### src/rtl/int_to_fp32_conv.sv
// Integer (signed/unsigned, IN_WIDTH bits) to IEEE-754 single converter, bit-serial normaliser.
// Build option: define INT2FP_ROUND_EN for round-to-nearest-even, otherwise truncation.
module int_to_fp32_conv #(
  parameter int IN_WIDTH  = 32,
  parameter bit SIGNED_IN = 1'b1
) (
  input  logic                CLK,
  input  logic                RST,
  input  logic [IN_WIDTH-1:0] in_data,
  input  logic                in_valid,
  output logic                in_ready,
  output logic [31:0]         out_data,
  output logic                out_inexact,
  output logic                out_valid,
  input  logic                out_ready
);

  localparam int LZW = $clog2(IN_WIDTH) + 1;

  typedef enum logic [1:0] {IDLE, NORM, ROUND, OUT} state_t;

  state_t              state_q, state_d;
  logic [IN_WIDTH-1:0] mag_q, mag_d;
  logic [LZW-1:0]      lz_q, lz_d;
  logic                sign_q, sign_d;
  logic [31:0]         data_q, data_d;
  logic                inex_q, inex_d;

  logic                sign_in;
  logic [62:0]         al;
  logic [22:0]         frac_t;
  logic                guard, sticky, round_up, carry;
  logic [23:0]         frac_r;
  logic [7:0]          exp_v;

  assign sign_in = SIGNED_IN & in_data[IN_WIDTH-1];

  // Left-align mag into 63 bits, dropping the implicit leading one; bits below W are zero padding.
  always_comb begin
    al     = 63'(mag_q) << (64 - IN_WIDTH);
    frac_t = al[62:40];
    guard  = al[39];
    sticky = |al[38:0];
`ifdef INT2FP_ROUND_EN
    round_up = guard & (sticky | frac_t[0]);
`else
    round_up = 1'b0;
`endif
    frac_r = {1'b0, frac_t} + 24'(round_up);
    carry  = frac_r[23];
    exp_v  = 8'(127 + IN_WIDTH - 1) - 8'(lz_q) + 8'(carry);
  end

  always_ff @(posedge CLK or negedge RST) begin
    if (!RST) state_q <= IDLE;
    else      state_q <= state_d;
  end

  always_comb begin
    state_d = state_q;
    unique case (state_q)
      IDLE:  if (in_valid) state_d = NORM;
      NORM: begin
        if (mag_q == '0)                state_d = OUT;
        else if (mag_q[IN_WIDTH-1])     state_d = ROUND;
      end
      ROUND: state_d = OUT;
      OUT:   if (out_ready) state_d = IDLE;
      default: state_d = IDLE;
    endcase
  end

  always_comb begin
    in_ready  = (state_q == IDLE);
    out_valid = (state_q == OUT);
    out_data    = data_q;
    out_inexact = inex_q;
  end

  always_comb begin
    mag_d  = mag_q;
    lz_d   = lz_q;
    sign_d = sign_q;
    data_d = data_q;
    inex_d = inex_q;
    unique case (state_q)
      IDLE: begin
        if (in_valid) begin
          sign_d = sign_in;
          mag_d  = sign_in ? -in_data : in_data;
          lz_d   = '0;
        end
      end
      NORM: begin
        if (mag_q == '0) begin
          data_d = '0;
          inex_d = 1'b0;
        end else if (!mag_q[IN_WIDTH-1]) begin
          mag_d = mag_q << 1;
          lz_d  = lz_q + LZW'(1);
        end
      end
      ROUND: begin
        data_d = {sign_q, exp_v, frac_r[22:0]};
        inex_d = guard | sticky;
      end
      default: ;
    endcase
  end

  always_ff @(posedge CLK or negedge RST) begin
    if (!RST) begin
      mag_q  <= '0;
      lz_q   <= '0;
      sign_q <= 1'b0;
      data_q <= '0;
      inex_q <= 1'b0;
    end else begin
      mag_q  <= mag_d;
      lz_q   <= lz_d;
      sign_q <= sign_d;
      data_q <= data_d;
      inex_q <= inex_d;
    end
  end

endmodule

### config.mk
export PLATFORM = sky130hd
export DESIGN_NAME = int_to_fp32_conv
export DESIGN_NICKNAME = d
export VERILOG_FILES = /design/src/rtl/int_to_fp32_conv.sv
export SDC_FILE = /design/constraint.sdc
export NUM_CORES = 1
export LEC_CHECK = 0
export BUFFER_PORTS_ARGS = -buffer_cell sky130_fd_sc_hd__buf_2
export CORE_UTILIZATION = 50
export DETAILED_ROUTE_END_ITERATION = 10
export PLACE_DENSITY = 0.7
export REMOVE_ABC_BUFFERS = 1
export SKIP_CTS_REPAIR_TIMING = 1
export SKIP_LAST_GASP = 1
export SLEW_MARGIN = 20
export SYNTH_ARGS = -nofsm -noshare
export SYNTH_HDL_FRONTEND = slang
export SYNTH_SLANG_ARGS = --single-unit
export TNS_END_PERCENT = 20
### constraint.sdc
create_clock -name CLK -period 2.6 [get_ports CLK]
set_clock_uncertainty 0.1 [all_clocks]
set_input_delay 0.39 -clock CLK [delete_from_list [all_inputs] [get_ports CLK]]
set_output_delay 0.39 -clock CLK [all_outputs]
set_load 0.02 [all_outputs]
==> summary.md, run 1 <==
| Metric | Value |
|---|---|
| Comb pwr share | 50.9% |
| Die area | 0.00881 mm² |
| Post-synth top cells | dfrtp_1 (74), inv_1 (51), nand3_1 (40), o21ai_0 (32), xor2_1 (27) |
| Rel. slew slack | 57.0% |
| Chip height | 93.8 µm |
| DIE WIDTH | 93.8 µm |
| Largest net degree at the start of global routing | 48 |
| Layout net count | 607 |
| Hold Slack | 0.250 ns |
| Synth area leader | dfrtp_1 |
| Critical R2R Capture | out_data[10]$_DFFE_PN0P_ |
| H-tree levels | 3 |
| Hold Crit Depth | 3 |
| Failing checks | negative setup slack |
| Worst reg2reg setup slack | -0.01 ns |
| Min-Delay Path Class | input port to flop |
| Hold Path End | mag_q[17]$_DFFE_PN0P_ |
| Setup TNS | -0.0158 ns |
| Synth-to-Final Area Change | 25.2% |
| Share of cells above drive strength 1 | 28.8% |
| DRT iter0 DRCs | 217 |
| GR Overflow Total | 0 |
| Peak supply drop | 0.534 mV |
| Leakage Power | 2.44 nW |
| Placed wire-length estimate | 8.14 mm |
| WP data required | 2.78 ns |
| Worst R2R Start | mag_q[6]$_DFFE_PN0P_ |
| Vias/cell | 5.88 |
| Number of global-route vias before repair | 3784 |
| Tcrit/Tclk final | 100% |
| Unrepaired setup endpoints after global routing | yes |
| Initial antenna violation count | 0 |
| Tmin final | 2.61 ns |
| CP Max Fanout | 18 |
| Final wirelength | 11.7 mm |
| Num CTS Buffers | 9 |
| Setup slack after layout | -0.0120 ns |
| Mapped Avg Cell Area | 9.19 µm² |
| Clk root buf | clkbuf_8 |
| First drt pass iteration count | 7 |
| Diode count | 0 |
| Top post-synthesis cells by area | dfrtp_1 (44%), xor2_1 (5.6%), nand3_1 (4.7%), inv_1 (4.5%), o21ai_0 (3.8%) |
| Routability cong. | 0.915 |
| Hold Path Origin | in_data[17] |
| Cells after Synth | 459 |
| Cell depth of the worst flop-to-flop path | 8 |
| Synth unique cells | 54 |
| Most used DFF post-synth | dfrtp_1 |
| Clock Pin Slew Worst Setup and Hold Paths | 0.07 ns |
| Final setup fails | 3 |
| Clock power share | 13.9% |
| TritonCTS clock tree | done |
| Routed Antenna Nets | 0 |
| Slew @ Worst Pin | 0.643 ns |
| Sw power | 2.40 mW |
| First-pass GRT wire length | 18.3 mm |
| Async set-reset flop share out of synthesis | 100% |
| Rows | 33 |
| Status | finished with violations |
| Total number of vias | 3965 |
| Crit path arrival time | 2.79 ns |
| Internal power | 3.17 mW |
| Critical Path End Type | flop |
| Number of enable flip-flop cells after synthesis | 0 |
| Flop pwr share | 35.2% |
| Final Core Density | 64.6% |
| PortBufs | 70 |
| Critical Path Start Type | flop |
| Total GRT Usage | 27.2% |
| Switching Fraction | 43.1% |
| Synthesized area | 0.00422 mm² |
| DP Worst Slack | -0.0968 ns |
| Power per cell area | 1060 mW/mm² |
| Pins Over Slew Limit | 0 |
| CTS max path bufs | 2 |
| Initial core utilization | 51.6% |
| Number of clock sinks | 74 |
| Max_cap viols | 0 |
| Sequential share of the synthesized area | 43.9% |
| Residual DRC | 0 |
| Ys Warns | 0 |
| Final hold violations | 0 |
| CP Class | flop to flop |
| Post-synth top area share | 43.9% |
| Yosys reg bits | 74 |
| Core ar. | 0.00818 mm² |
| Max Fclk | 0.383 GHz |
| Top-count cell post-synth | dfrtp_1 |
| Clock latency on the worst-skew pair | 0.36 ns |
| Routed len/inst | 17.3 µm |
| Final Power | 5.58 mW |
| # IOs | 71 |
power groups by stage:
stage	clock [mW]	sequential, mW	combinational, mW
floorplan	0	2.12	1.29
global placement	0	1.95	2.50
detailed placement	0	1.97	2.55
CTS	0.790	1.95	2.57
global route	0.847	2.02	3.09
finish	0.775	1.97	2.84
worst max-delay path by stage:
stage	from	endpoint	slack (ns)	cells past startpoint
2_1_floorplan	mag_q[5]$_DFFE_PN0P_	out_inexact$_DFFE_PN0P_	-3.02	4
3_3_place_gp	mag_q[4]$_DFFE_PN0P_	mag_q[4]$_DFFE_PN0P_	-0.05	5
3_5_place_dp	in_data[0]	mag_q[30]$_DFFE_PN0P_	-0.1	8
4_1_cts	mag_q[4]$_DFFE_PN0P_	mag_q[1]$_DFFE_PN0P_	-0.09	5
5_1_grt	mag_q[6]$_DFFE_PN0P_	out_data[31]$_DFFE_PN0P_	-0.08	8
6_report	mag_q[6]$_DFFE_PN0P_	out_data[10]$_DFFE_PN0P_	-0.01	8
per-layer routing:
metal  track usage, %  vias up  share of wire [%]
met5                0        -                  0
met4             9.49        0                2.1
met3             6.88       25                6.1
met2             43.7      154                 49
met1             35.5     1918                 43
li1                 -     1868                  -
stage by stage:
stage / instances / instance area (µm²)
finish: 674 / 5280
global route: 674 / 5280
CTS: 667 / 5130
detailed placement: 652 / 4970
global placement: 652 / 4970
floorplan: 426 / 4060
layout by cell type (no fill, tap or decap), types with 5 or more instances in the layout:
master,n
a221oi_1,6
a21oi_1,6
o31ai_1,12
buf_2,70
buf_4,48
xnor2_1,5
nor4_1,6
nor2_1,20
or4_1,11
xor2_1,27
o21ai_0,30
or3_1,9
a221o_1,6
nor3_1,7
nand3_1,40
clkbuf_8,9
o41ai_1,5
ha_1,6
mux2_2,6
a22oi_1,5
inv_1,51
o21ai_1,24
dfrtp_1,74
nand2_1,18
critical path, stage by stage, from the launching register on:
cell	delay, ns
dfrtp_1	0.40
or4_4	0.56
or4_4	0.56
buf_6	0.14
o31ai_4	0.24
buf_6	0.19
buf_12	0.15
nand3_1	0.10
o21ai_2	0.09
layout make-up:
cell class                 count  area [µm²]
clock inverter                 6        35.0
timing repair buffer         128         898
tap                          105         131
fill                         697        2900
multi-input combinational    301        2050
clock buffer                   9         124
inverter                      51         191
sequential                    74        1850
kinds of logic (layout without fill, tap and decap cells):
| group | count (synthesis) | count (layout) | share of synthesized area (%) |
|---|---|---|---|
| simple gates | 128 | 128 | 16.3 |
| compound gates | 126 | 126 | 20.7 |
| buf+inv | 84 | 194 | 8.34 |
| flops | 74 | 74 | 43.9 |
| xor+xnor | 32 | 32 | 6.64 |
| mux | 9 | 9 | 2.31 |
| fa+ha+maj | 6 | 6 | 1.78 |
registers in the layout, indices dropped and copies added (netlist names):
signal	flops
state_q	2
mag_q	32
sign_q	1
out_inexact	1
lz_q	6
out_data	32
Power figures use the tool's default switching activity.
==> run 2, diff against run 1 <==
--- a/config.mk
+++ b/config.mk
@@ -6,13 +6,14 @@
 export NUM_CORES = 1
 export LEC_CHECK = 0
 export BUFFER_PORTS_ARGS = -buffer_cell sky130_fd_sc_hd__buf_2
-export CORE_UTILIZATION = 50
+export CORE_UTILIZATION = 25
 export DETAILED_ROUTE_END_ITERATION = 10
-export PLACE_DENSITY = 0.7
+export PLACE_DENSITY = 0.4
 export REMOVE_ABC_BUFFERS = 1
+export SETUP_SLACK_MARGIN = 0.15
 export SKIP_CTS_REPAIR_TIMING = 1
 export SKIP_LAST_GASP = 1
-export SLEW_MARGIN = 20
+export SLEW_MARGIN = 25
 export SYNTH_ARGS = -nofsm -noshare
 export SYNTH_HDL_FRONTEND = slang
 export SYNTH_SLANG_ARGS = --single-unit
==> run 2 against run 1 <==
The run now ends clean. Critical path depth fell by 1. First-iteration DRC count rose by 24%. Global-route usage fell by 11 points. Sequential share of layout area fell by 2.3 points. Final cell count rose by 19%. Worst setup slack improved by 0.028 ns. Fmax rose by 1.1%. Via count fell by 0.43%. Register-to-register slack improved by 0.03 ns. Die area rose by 98%. Sequential cell count did not move. Critical path type unchanged. Critical endpoint is now out_inexact$_DFFE_PN0P_. Largest cell class unchanged. Highest routed layer unchanged.
==> summary.md, run 2 (synthesis gave the netlist of run 1 again) <==
| Metric | Value |
|---|---|
| Status | completed |
| Final Core Density | 34.2% |
| Leakage Power | 2.56 nW |
| TritonCTS clock tree | done |
| Num CTS Buffers | 9 |
| First-pass GRT wire length | 21.2 mm |
| Core ar. | 0.0165 mm² |
| Final Non-Filler Cells | 799 |
| Peak supply drop | 0.397 mV |
| Layout net count | 617 |
| Crit path arrival time | 2.76 ns |
| Number of clock sinks | 74 |
| Final wirelength | 13.6 mm |
| Clock latency on the worst-skew pair | 0.35 ns |
| Vias/cell | 4.94 |
| Pins Over Slew Limit | 0 |
| DRT iter0 DRCs | 270 |
| GR Overflow Total | 0 |
| Share of cells above drive strength 1 | 29.5% |
| Routed Antenna Nets | 0 |
| Power per cell area | 1110 mW/mm² |
| Slew @ Worst Pin | 0.641 ns |
| Routed len/inst | 17.1 µm |
| Diode count | 0 |
| # IOs | 71 |
| PortBufs | 70 |
| Critical Path End Type | flop |
| Initial antenna violation count | 0 |
| Initial core utilization | 25.5% |
| Clock Pin Slew Worst Setup and Hold Paths | 0.06 ns |
| Total GRT Usage | 15.7% |
| Final setup fails | 0 |
| Total number of vias | 3948 |
| Clk root buf | clkbuf_16 |
| Unrepaired setup endpoints after global routing | yes |
| DP Worst Slack | -0.0775 ns |
| Tcrit/Tclk final | 99.4% |
| Residual DRC | 0 |
| Number of global-route vias before repair | 3920 |
| Max_cap viols | 0 |
| CP Class | flop to flop |
| Critical Path Start Type | flop |
| H-tree levels | 3 |
| Fillers | 1752 |
| Routability cong. | 0.829 |
| Commonest non-fill, non-tap cell in the layout | dfrtp_1 |
| Commonest cells after routing, fill and taps aside | dfrtp_1 (74), buf_2 (69), buf_4 (59), inv_1 (51), nand3_1 (40) |
| Largest net degree at the start of global routing | 50 |
| Synth-to-Final Area Change | 33.8% |
| WP data required | 2.77 ns |
| First drt pass iteration count | 4 |
| CTS max path bufs | 2 |
| Tmin final | 2.58 ns |
| Die area | 0.0174 mm² |
| Rows | 47 |
| Min-Delay Path Class | input port to flop |
| DP Cell Count | 774 |
| Final Power | 6.29 mW |
| Final hold violations | 0 |
| CP Max Fanout | 12 |
| Placed wire-length estimate | 9.72 mm |
| Setup slack after layout | 0.0157 ns |
| DIE WIDTH | 132 µm |
| Max Fclk | 0.387 GHz |
| Rel. slew slack | 57.3% |
| Chip height | 132 µm |
## run 2: power by group
part	leakage [nW]	switching [mW]	internal (mW)	total (mW)
Combinational	1.44	1.66	1.30	2.96
Clock	0.152	0.497	0.863	1.36
Sequential	0.961	0.355	1.61	1.96
## run 2: path summary, 6_finish.rpt
check	from	slack, ns	depth (start not counted)	end
hold / removal	in_data[17]	0.30	3	mag_q[17]$_DFFE_PN0P_
setup reg to reg	mag_q[16]$_DFFE_PN0P_	0.02	7	out_inexact$_DFFE_PN0P_
min in group asynchronous	RST	0.45	2	out_data[26]$_DFFE_PN0P_
setup / recovery	mag_q[16]$_DFFE_PN0P_	0.02	7	out_inexact$_DFFE_PN0P_
max in group asynchronous	RST	1.36	3	mag_q[8]$_DFFE_PN0P_
hold reg to reg	out_data[30]$_DFFE_PN0P_	0.41	2	out_data[30]$_DFFE_PN0P_
## run 2: worst max-delay path, stage by stage, from the launching register on
cell,delay (ns)
dfrtp_1,0.38
or4_1,0.52
or4_4,0.58
buf_6,0.14
o31ai_4,0.26
buf_6,0.18
clkbuf_16,0.17
mux2i_1,0.17
## run 2: final cells by class
cell class	count	area (µm²)	area share, %
Timing Repair Buffer	138	967	17.1
Tap cell	220	275	4.88
Sequential cell	74	1850	32.8
Clock inverter	4	76.3	1.35
Clock buffer	11	243	4.30
Inverter	51	191	3.39
Multi-Input combinational cell	301	2040	36.1
## run 2: through the flow
| step | hold slack, ns | TNS (ns) | cell area [µm²] |
|---|---|---|---|
| 6_report | 0.301 | 0 | 5640 |
| 5_1_grt | 0.325 | -0.667 | 5640 |
| 2_1_floorplan | -0.00559 | -101.98 | 4060 |
| 3_5_place_dp | 0.289 | -0.964 | 5170 |
| 3_3_place_gp | 0.285 | -0.442 | 5170 |
| 4_1_cts | -0.0860 | -0.804 | 5490 |
## run 2: per-layer routing
metal	vias up	routed length, µm	track usage, %	share of wire [%]
li1	1887	-	-	-
met5	-	0	0	0
met1	1915	6510	21.7	48
met3	24	582	3.38	4.3
met4	0	240	5.94	1.8
met2	122	6300	23.9	46
==> run 3, diff against run 2 <==
==> constraint.sdc (replaced) <==
create_clock -name CLK -period 2.6 [get_ports CLK]
set_clock_uncertainty 0.1 [all_clocks]
set_input_delay 0 -clock CLK [delete_from_list [all_inputs] [get_ports CLK]]
set_output_delay 0 -clock CLK [all_outputs]
set_load 0.02 [all_outputs]
==> run 3 against run 2 <==
The flow now finishes with violations (negative hold slack, negative setup slack). Register-to-register slack got worse by 0.02 ns. Fmax down 0.91%. Via count shrank 4.3%. Clock-buffer cell count rose by 1. Worst setup slack lost 0.024 ns. Final cell count down 1.6%. Critical path type unchanged.
==> summary.md, run 3 (synthesis gave the netlist of run 1 again) <==
| Metric | Value |
|---|---|
| Rows | 47 |
| First-pass GRT wire length | 20.8 mm |
| H-tree levels | 3 |
| Power per cell area | 1110 mW/mm² |
| DIE WIDTH | 132 µm |
| Setup TNS | -0.0118 ns |
| CP max-delay cell | or4_4 |
| Fillers | 1728 |
| Max_cap viols | 0 |
| Rel. slew slack | 53.0% |
| Setup slack after layout | -0.00801 ns |
| CP startpoint | mag_q[6]$_DFFE_PN0P_ |
| Critical R2R Capture | out_data[29]$_DFFE_PN0P_ |
| CP Class | flop to flop |
| Worst reg2reg setup slack | -0.008 ns |
| Worst path top cell family by delay | simple AND/OR/NAND/NOR gates |
| Failing checks | negative hold slack, negative setup slack |
| Total GRT Usage | 15.4% |
| Largest net degree at the start of global routing | 75 |
| Clock power share | 22.1% |
| Pins Over Slew Limit | 0 |
| Levels on crit path | 8 |
| Total number of vias | 3779 |
| Initial core utilization | 25.5% |
| Final Non-Filler Cells | 786 |
| Worst path cell trace | or4_4 -> or4_4 -> buf_6 -> o31ai_4 -> buf_6 -> clkbuf_16 -> nand3_1 -> o21ai_1 |
| Die area | 0.0174 mm² |
| DP Cell Count | 753 |
| Max Fclk | 0.383 GHz |
| Crit path arrival time | 2.78 ns |
| Number of global-route vias before repair | 3810 |
| WP data required | 2.77 ns |
| CP Max Fanout | 12 |
| Routed len/inst | 17.0 µm |
| Internal power | 3.71 mW |
| Status | finished with violations |
| Core ar. | 0.0165 mm² |
| Final hold violations | 8 |
| DRT iter0 DRCs | 174 |
| Hold Slack | -0.0475 ns |
| Clock Pin Slew Worst Setup and Hold Paths | 0.06 ns |
| GR Overflow Total | 0 |
| Residual DRC | 0 |
| Initial antenna violation count | 0 |
| Worst R2R Start | mag_q[6]$_DFFE_PN0P_ |
| Switching Fraction | 40.2% |
| Number of clock sinks | 74 |
| Sw power | 2.49 mW |
| Cell depth of the worst flop-to-flop path | 8 |
| Final setup fails | 2 |
| Hold Path Origin | in_data[21] |
| Vias/cell | 4.81 |
| CTS max path bufs | 2 |
| Critical Path Start Type | flop |
| Leakage Power | 2.48 nW |
| Layout net count | 603 |
| Chip height | 132 µm |
| Final wirelength | 13.3 mm |
| CP endpoint | out_data[29]$_DFFE_PN0P_ |
| Diode count | 0 |
| Tmin final | 2.61 ns |
| Routed Antenna Nets | 0 |
| Flop pwr share | 31.8% |
| Routability cong. | 0.784 |
| Min-Delay Path Class | input port to flop |
| Clk root buf | clkbuf_16 |
| Peak supply drop | 0.429 mV |
| Tcrit/Tclk final | 100% |
| PortBufs | 70 |
| Worst path max stage delay | 0.57 ns |
| # IOs | 71 |
| Comb pwr share | 46.1% |
| Critical Path End Type | flop |
| Placed wire-length estimate | 9.26 mm |
| Unrepaired setup endpoints after global routing | yes |
| Final Power | 6.20 mW |
| Clock latency on the worst-skew pair | 0.35 ns |
| Commonest non-fill, non-tap cell in the layout | dfrtp_1 |
| Commonest cells after routing, fill and taps aside | dfrtp_1 (74), buf_2 (69), inv_1 (51), nand3_1 (37), buf_4 (36) |
| Slew @ Worst Pin | 0.706 ns |
| Synth-to-Final Area Change | 32.2% |
| Share of cells above drive strength 1 | 26.9% |
| Buf/Inv on CP | 3 |
| First drt pass iteration count | 4 |
| Num CTS Buffers | 9 |
| TritonCTS clock tree | done |
## run 3: cell count changes in the layout (fill, tap and decap cells not counted), moves of 3 or more
cell / previous run / this run
nand3_1: 40 / 37
dlygate4sd3_1: 1 / 11
nand3_2: 0 / 3
buf_4: 59 / 36
## run 3: layout make-up
type	instances	area, µm²	share of cell area (%)
Timing Repair Buffer	124	875	15.7
Tap cell	220	275	4.94
Multi-Input combinational cell	301	2060	37.0
Clock inverter	4	75.1	1.35
Sequential cell	74	1850	33.2
Inverter	51	191	3.43
Clock buffer	12	246	4.42
## run 3: worst register-to-register path: cells and delay by family (launching register included)
kind,cells,cell delay [ns]
flops,1,0.38
buf+inv,3,0.52
compound gates,2,0.34
simple gates,3,1.19
## run 3: worst min-delay path by stage
| stage | endpoint | slack [ns] | depth (start not counted) |
|---|---|---|---|
| detailed placement | out_data[29]$_DFFE_PN0P_ | 0.13 | 1 |
| CTS | out_data[25]$_DFFE_PN0P_ | -0.24 | 1 |
| finish | mag_q[21]$_DFFE_PN0P_ | -0.05 | 3 |
| global route | mag_q[19]$_DFFE_PN0P_ | 0.001 | 3 |
| global placement | out_data[26]$_DFFE_PN0P_ | 0.13 | 1 |
| floorplan | lz_q[0]$_DFFE_PN0P_ | -0.40 | 0 |
## run 3: metal layers
metal | track usage (%) | vias to the layer above | wire, µm
met3 | 2.77 | 16 | 482
met4 | 6.01 | 0 | 223
li1 | - | 1865 | -
met5 | 0 | - | 0
met1 | 20.9 | 1821 | 6290
met2 | 24.2 | 77 | 6350
## run 3: power by group through the flow
stage               sequential, mW  combinational [mW]  clock, mW
global route                  2.05                3.16       1.45
CTS                           1.97                2.63       1.41
finish                        1.97                2.86       1.37
detailed placement            1.98                2.62          0
floorplan                     2.12                1.29          0
global placement              1.99                2.61          0
## run 3: through the flow
step / hold slack [ns] / utilization (%) / area [µm²] / setup WS, ns
after detailed placement: 0.132 / 30.2 / 4990 / -0.0185
after CTS: -0.239 / 32.1 / 5310 / -0.0386
after global routing: 0.000969 / 33.7 / 5580 / -0.0626
final: -0.0475 / 33.7 / 5580 / -0.00801
after floorplan: -0.396 / - / 4060 / -3.02
after global placement: 0.125 / 30.2 / 4990 / 0.00466
